**config.mk**
```make
export PLATFORM = sky130hd
export DESIGN_NAME = glitch_pulse_gen
export DESIGN_NICKNAME = d
export VERILOG_FILES = /design/src/rtl/glitch_pulse_gen.sv
export SDC_FILE = /design/constraint.sdc
export NUM_CORES = 1
export LEC_CHECK = 0
export BUFFER_PORTS_ARGS = -buffer_cell sky130_fd_sc_hd__buf_4
export CORE_AREA = 2 2 150 152
export DETAILED_ROUTE_END_ITERATION = 10
export DIE_AREA = 0 0 152 154
export HOLD_SLACK_MARGIN = 0.12
export PLACE_DENSITY = 0.48
export SLEW_MARGIN = 20
export SYNTH_ARGS = -nofsm -noshare
export SYNTH_HDL_FRONTEND = slang
export SYNTH_SLANG_ARGS = --single-unit
export TNS_END_PERCENT = 50
```
**constraint.sdc**
```tcl
create_clock -name clk -period 3.9 [get_ports clk]
set_input_delay 0.585 -clock clk [delete_from_list [all_inputs] [get_ports clk]]
set_output_delay 0.585 -clock clk [all_outputs]
set_load 0.01 [all_outputs]
```
**src/rtl/glitch_pulse_gen.sv**
```systemverilog
// rtl/glitch_pulse_gen.sv - armed one-shot glitch generator: trigger edge, programmed delay, programmed pulse width, holdoff
module glitch_pulse_gen #(
    parameter int unsigned HOLDOFF = 16
) (
    input  logic        clk,
    input  logic        rst_n,
    input  logic        arm,
    input  logic        abort,
    input  logic        trigger,
    input  logic        trig_pol,
    input  logic [31:0] delay,
    input  logic [31:0] pulse_width,
    output logic        glitch_out,
    output logic        armed,
    output logic        busy,
    output logic        done,
    output logic [15:0] shot_count
);

    typedef enum logic [2:0] {
        S_IDLE,
        S_ARMED,
        S_DELAY,
        S_PULSE,
        S_HOLDOFF
    } state_t;

    localparam logic [31:0] HOLDOFF_CNT = 32'(HOLDOFF);

    state_t      state, state_n;
    logic [31:0] cnt, cnt_n;
    logic [31:0] d_l, d_n;
    logic [31:0] w_l, w_n;
    logic        pol_l, pol_n;
    logic        glitch_q, glitch_n;
    logic        done_q, done_n;
    logic [15:0] shot_cnt_q, shot_n;
    logic        arm_q;
    logic        s1, s2, s3;
    logic        arm_edge;
    logic        trig_edge;

    assign arm_edge  = arm & ~arm_q;
    assign trig_edge = pol_l ? (s2 & ~s3) : (~s2 & s3);

    always_comb begin
        state_n  = state;
        cnt_n    = cnt;
        d_n      = d_l;
        w_n      = w_l;
        pol_n    = pol_l;
        glitch_n = 1'b0;
        done_n   = 1'b0;
        shot_n   = shot_cnt_q;
        case (state)
            S_IDLE: begin
                if (arm_edge) begin
                    d_n     = delay;
                    w_n     = pulse_width;
                    pol_n   = trig_pol;
                    state_n = S_ARMED;
                end
            end
            S_ARMED: begin
                if (trig_edge) begin
                    if (d_l != 32'd0) begin
                        cnt_n   = d_l;
                        state_n = S_DELAY;
                    end else if (w_l != 32'd0) begin
                        cnt_n    = w_l;
                        glitch_n = 1'b1;
                        state_n  = S_PULSE;
                    end else begin
                        done_n  = 1'b1;
                        cnt_n   = HOLDOFF_CNT;
                        state_n = S_HOLDOFF;
                    end
                end
            end
            S_DELAY: begin
                if (cnt != 32'd1) begin
                    cnt_n = cnt - 32'd1;
                end else if (w_l != 32'd0) begin
                    cnt_n    = w_l;
                    glitch_n = 1'b1;
                    state_n  = S_PULSE;
                end else begin
                    // zero width: report completion where the pulse would have begun
                    done_n  = 1'b1;
                    cnt_n   = HOLDOFF_CNT;
                    state_n = S_HOLDOFF;
                end
            end
            S_PULSE: begin
                if (cnt != 32'd1) begin
                    cnt_n    = cnt - 32'd1;
                    glitch_n = 1'b1;
                end else begin
                    done_n  = 1'b1;
                    cnt_n   = HOLDOFF_CNT;
                    state_n = S_HOLDOFF;
                end
            end
            S_HOLDOFF: begin
                if (cnt != 32'd1) begin
                    cnt_n = cnt - 32'd1;
                end else begin
                    state_n = S_IDLE;
                end
            end
            default: state_n = S_IDLE;
        endcase
        if (done_n) begin
            shot_n = shot_cnt_q + 16'd1;
        end
        // abort overrides everything decided above, including a same-cycle arm or trigger
        if (abort) begin
            state_n  = S_IDLE;
            glitch_n = 1'b0;
            done_n   = 1'b0;
            shot_n   = shot_cnt_q;
        end
    end

    always_ff @(posedge clk) begin
        if (!rst_n) begin
            state      <= S_IDLE;
            cnt        <= 32'd0;
            d_l        <= 32'd0;
            w_l        <= 32'd0;
            pol_l      <= 1'b0;
            glitch_q   <= 1'b0;
            done_q     <= 1'b0;
            shot_cnt_q <= 16'd0;
            arm_q      <= 1'b0;
            s1         <= 1'b0;
            s2         <= 1'b0;
            s3         <= 1'b0;
        end else begin
            state      <= state_n;
            cnt        <= cnt_n;
            d_l        <= d_n;
            w_l        <= w_n;
            pol_l      <= pol_n;
            glitch_q   <= glitch_n;
            done_q     <= done_n;
            shot_cnt_q <= shot_n;
            arm_q      <= arm;
            s1         <= trigger;
            s2         <= s1;
            s3         <= s2;
        end
    end

    assign glitch_out = glitch_q;
    assign done       = done_q;
    assign shot_count = shot_cnt_q;
    assign armed      = (state == S_ARMED);
    assign busy       = (state == S_DELAY) || (state == S_PULSE) || (state == S_HOLDOFF);

endmodule

```
==> flow_summary.toml, run 1 <==
[power_and_ir_drop]
ir_drop_uv = 237
powerDensity_nw_per_um2 = 421
power.leakage_nw = 2.83

[timing]
tns_ns = 0
period_minus_slack_ns = 2.97
worst-slew-pin-transition_ns = 1.00
fin_crit_sh = 0.760
setup_ws_ns = 0.934
rsz0062_at_grt = "no"
holdWs_ns = 0.384
slew_violations = 0
finalHoldViolCount = 0
finalSetupViolCount = 0
fin_worst_skew_ns = 0.0130
relSlewSlack = 0.328
fmax_mhz = 337

[worst_setup_path]
critPathKind = "reg -> reg"
cp-end-kind = "register"
critPathMaxFanout = 17
r2r_cells = 7
cp.required_ns = 4.20
cp-start-kind = "register"
arrival_ns = 3.26

[outcome]
status = "finished, final reports clean"

[layout]
most-common-layout-cells = "nand2_1, dfxtp_1, buf_4"
multi_input_area_um2 = 3520
post-route-util = 0.357
area_growth_pct = 24.6
layout_commonest_cell = "nand2_1"
ff_latch_area_um2 = 2440
nFillCells = 2335
n_antenna_cell = 0
nets = 938
finish.instance_area_um2 = 7730
layout-drive-gt1-share = 0.189

[synthesis]
synth_seq_area_share = 0.393
ys_types = 63
synth_nets = 862
ys_ff_latch = 122
synth-async-reset-ratio = 0
synth_warnings = 0
avgSynthCellArea_um2 = 7.87
syn_inst = 789
synth_edf_count = 0
netlist_area_um2 = 6210
synth_flop_cell = "dfxtp_1"

[placement]
portBuffers = 89
gp_congestion = 0.896
hpwlAfterDp_mm = 14.6
placed_cell_area_um2 = 7170
place_ws_ns = 0.938

[grt]
grt_use_total = 0.179
antenna_found_initial = 0
grt_pass1_vias = 5775
grt_start_max_net_pins = 66
grt.overflow.total = 0
grt_first_pass_wirelength_mm = 33.1

[detailed_routing]
drc = 0
vias = 6100
drt-vias-per-instance = 5.27
ant_nets = 0
drtIter0Drc = 499
first_pass_iters = 4
finalWirelength_mm = 21.1
wl_per_cell_um = 18.2

[clock_network]
clkLatencyLatePin_ns = 0.42
clock_sinks = 122
cts_resized = 0
cts_setup_buffers = 0
hold_buffers = 0
h-tree-depth = 4
root_buffer = "clkbuf_16"
clk_path_buf_depth = 2
cts_buffers = 17
cts_tree = "yes"
clkTransAtPathRegs_ns = 0.06

[floorplan]
ioPinCount = 90
core_um2 = 21700
start_util = 0.286
dieArea_um2 = 23400
num_rows = 54
die_w_um = 152
die_h_um = 154

[hold_path]
hold_path_class = "in -> reg"
holdPathStages = 2

[job]
drv_cap = 0
-- cell families (layout without fill, tap and decap cells) --
family,after synthesis,after routing,share of synthesized area
DFF,122,122,0.393
muxes,2,2,0.00322
and+or+nand+nor,345,345,0.274
buffers and inverters,64,152,0.0427
adders and majority gates,3,3,0.00605
xor gates and xnor gates,23,23,0.0324
AOI/OAI and AO/OA,230,230,0.248
-- final timing paths --
kind	from	end	slack [ns]
worst min register to register	w_l[14]	w_l[14]	0.47
worst min-delay path	trigger	s1	0.38
worst max-delay path	cnt[4]	cnt[3]	0.93
worst max register to register	cnt[4]	cnt[3]	0.93
-- power breakdown --
group	switching, W	internal [W]
Sequential	0.0000569	0.00129
Combinational	0.000216	0.000144
Clock	0.000631	0.000912
Total	0.000904	0.00235
-- cell usage after synthesis, types with 5 or more instances --
cell type | n | share of area
a2111oi_1 | 5 | 0.0081
a2111oi_2 | 7 | 0.017
a211oi_1 | 27 | 0.033
a21oi_1 | 89 | 0.072
a221oi_1 | 9 | 0.013
a22oi_1 | 11 | 0.013
a32o_1 | 5 | 0.0081
and2_1 | 6 | 0.0060
buf_2 | 5 | 0.0040
clkbuf_1 | 41 | 0.025
dfxtp_1 | 122 | 0.39
inv_1 | 12 | 0.0073
nand2_1 | 167 | 0.10
nand3_1 | 12 | 0.0097
nand4_1 | 11 | 0.011
nor2_1 | 54 | 0.033
nor3_1 | 24 | 0.019
nor3b_1 | 5 | 0.0060
nor4_1 | 22 | 0.022
o211ai_1 | 5 | 0.0060
o21ai_0 | 27 | 0.022
o31ai_1 | 9 | 0.011
or3_1 | 8 | 0.0081
or4_1 | 8 | 0.0097
xnor2_1 | 18 | 0.025
xor2_1 | 5 | 0.0071
-- layout make-up --
cell class	instances	area share
sequential	122	0.316
inverter	14	0.00679
clock inverter	12	0.0150
multi-input combinational	603	0.455
clock buffer	19	0.0586
timing repair buffer	107	0.104
tap	280	0.0453
-- worst max-delay path: stages, from the launching register on --
cell	delay (ns)
dfxtp_1	0.39
nor4_4	0.55
nand4_4	0.25
nor4_2	0.87
nor2_1	0.07
buf_4	0.26
a221oi_1	0.33
o32ai_1	0.12
-- state kept, by name, summed over array words and instances (netlist names), 3 cells and up --
| signal | cells |
|---|---|
| cnt | 32 |
| d_l | 32 |
| shot_count | 16 |
| state | 3 |
| w_l | 32 |
-- through the flow --
| stage | total power, W | std cells |
|---|---|---|
| after floorplan | 0.00158 | 789 |
| after global placement | 0.00174 | 1126 |
| after detailed placement | 0.00174 | 1126 |
| after CTS | 0.00329 | 1157 |
| after global routing | 0.00338 | 1157 |
| final | 0.00325 | 1157 |
-- layer usage --
metal,routed length (um),vias to the layer above,global-route usage
met3,1030,13,0.0316
met5,0,-,0
met4,174,0,0.0476
met2,9560,175,0.284
met1,10300,2869,0.251
li1,-,3043,-
Note: power is estimated with default switching activity, not from simulation.
==> inputs of run 2 (changes only) <==
==> constraint.sdc (replaced) <==
create_clock -name clk -period 2.9 [get_ports clk]
set_input_delay 0.435 -clock clk [delete_from_list [all_inputs] [get_ports clk]]
set_output_delay 0.435 -clock clk [all_outputs]
set_load 0.01 [all_outputs]
==> run 2 against run 1 <==
Compared with the run above: largest power group unchanged; final cell count up 3.1%; first-iteration DRC count fell by 9.0%; critical path depth up 1.
==> flow_summary.toml, run 2 (synthesized netlist as in run 1, its figures left out) <==
[placement]
hpwlAfterDp_mm = 15.6
portBuffers = 89
gp_congestion = 0.891
dp.cells = 1162

[worst_setup_path]
ff2ff_setup_slack_ns = 0.21
critPathKind = "reg -> reg"
r2r_cells = 8
path_buf_inv = 1
reg2reg_to = "cnt[15]"
critical_path.top_delay_family = "simple AND/OR/NAND/NOR gates"
max_stage_delay_ns = 0.59
r2r-start = "cnt[4]"
cp_slowest_cell = "or4_4"
critPathMaxFanout = 13
cp-end-kind = "register"
cp.required_ns = 3.20
crit_chain = "nor4_4 -> nand4_4 -> or4_4 -> nand2_2 -> buf_4 -> nor2_1 -> a211oi_1 -> o31ai_1"
arrival_ns = 3.00
cp-start-kind = "register"

[outcome]
status = "finished, final reports clean"

[power_and_ir_drop]
ir_drop_uv = 393
pwr-share-clk = 0.469
power.leakage_nw = 3.02
p_sw_w = 0.00122
sw_frac_of_total = 0.277
pwr-share-comb = 0.121
powerDensity_nw_per_um2 = 551
finalPower_w = 0.00442
power.internal_w = 0.00320
seqPwrFrac = 0.410

[detailed_routing]
drt-vias-per-instance = 5.26
vias = 6281
first_pass_iters = 5
drtIter0Drc = 454
ant_nets = 0
finalWirelength_mm = 21.5
drc = 0
wl_per_cell_um = 18.0

[clock_network]
h-tree-depth = 4
clkTransAtPathRegs_ns = 0.06
cts_resized = 0
cts_buffers = 17
cts_tree = "yes"
cts_setup_buffers = 0
clock_sinks = 122
clkLatencyLatePin_ns = 0.43
clk_path_buf_depth = 2
root_buffer = "clkbuf_16"
hold_buffers = 0

[layout]
area_growth_pct = 29.1
n_antenna_cell = 0
reg.largest.list = "cnt x32, d_l x32, w_l x32"
nFillCells = 2295
nets = 974
layout-drive-gt1-share = 0.221
post-route-util = 0.370
layout_commonest_cell = "nand2_1"
most-common-layout-cells = "nand2_1, buf_4, dfxtp_1"
final_cells = 1193

[timing]
worst-slew-pin-transition_ns = 0.912
relSlewSlack = 0.390
finalHoldViolCount = 0
fin_crit_sh = 0.928
fmax_mhz = 372
rsz0062_at_grt = "no"
tns_ns = 0
fin_worst_skew_ns = 0.0101
holdWs_ns = 0.227
slew_violations = 0
finalSetupViolCount = 0
period_minus_slack_ns = 2.69

[floorplan]
ioPinCount = 90
dieArea_um2 = 23400
start_util = 0.286
die_w_um = 152
die_h_um = 154
core_um2 = 21700
num_rows = 54

[grt]
grt_use_total = 0.184
grt_start_max_net_pins = 66
grt_pass1_vias = 6042
grt_first_pass_wirelength_mm = 34.2
antenna_found_initial = 0
grt.overflow.total = 0

[hold_path]
whs_endpoint = "arm_q"
hold_path_class = "in -> reg"
holdPathStages = 2
min_from = "arm"

[job]
drv_cap = 0
run 2: changes by cell type in the layout (fill, tap and decap cells not counted), sizes merged:
cell | previous run | this run
buf | 107 | 143
inv | 16 | 17
clkinv | 4 | 8
clkinvlp | 5 | 0
run 2: stage by stage:
stage / worst slack (ns) / instance area, um^2
2_1_floorplan: 0.606 / 6210
3_3_place_gp: 0.274 / 7450
3_5_place_dp: 0.243 / 7450
4_1_cts: 0.231 / 8020
5_1_grt: 0.0194 / 8020
6_report: 0.208 / 8020
run 2: cell type report:
class	instances	area [um^2]	share of cell area
clock buffer	19	453	0.0565
clock inverter	12	115	0.0144
inverter	14	52.6	0.00656
multi-input combinational	603	3520	0.439
sequential	122	2440	0.305
tap	280	350	0.0437
timing repair buffer	143	1090	0.135
run 2: worst max path at each step:
| stage | startpoint | end | slack (ns) | cells past startpoint |
|---|---|---|---|---|
| 2_1_floorplan | cnt[4] | cnt[16] | 0.61 | 7 |
| 5_1_grt | d_l[16] | shot_count[6] | 0.02 | 8 |
| 3_5_place_dp | cnt[4] | cnt[12] | 0.24 | 8 |
| 4_1_cts | cnt[4] | cnt[15] | 0.23 | 8 |
| 3_3_place_gp | cnt[4] | cnt[16] | 0.27 | 7 |
| 6_report | cnt[4] | cnt[15] | 0.21 | 8 |
run 2: layer usage:
metal  track usage  vias up  share of wire
met5             0        -              0
met4        0.0561        0          0.015
met3        0.0462       28          0.058
met2         0.273      199           0.44
met1         0.261     2927           0.49
li1              -     3127              -
run 2: worst register-to-register path, stage by stage, from the launching register on:
cell	delay, ns
dfxtp_1	0.38
nor4_4	0.50
nand4_4	0.24
or4_4	0.59
nand2_2	0.26
buf_4	0.21
nor2_1	0.06
a211oi_1	0.23
o31ai_1	0.10
run 2: power groups by stage:
| stage | clock, W | sequential, W | combinational [W] |
|---|---|---|---|
| finish | 0.00207 | 0.00181 | 0.000535 |
| global route | 0.00218 | 0.00182 | 0.000593 |
| CTS | 0.00211 | 0.00181 | 0.000538 |
| detailed placement | 0 | 0.00185 | 0.000535 |
| global placement | 0 | 0.00185 | 0.000537 |
| floorplan | 0 | 0.00182 | 0.000307 |
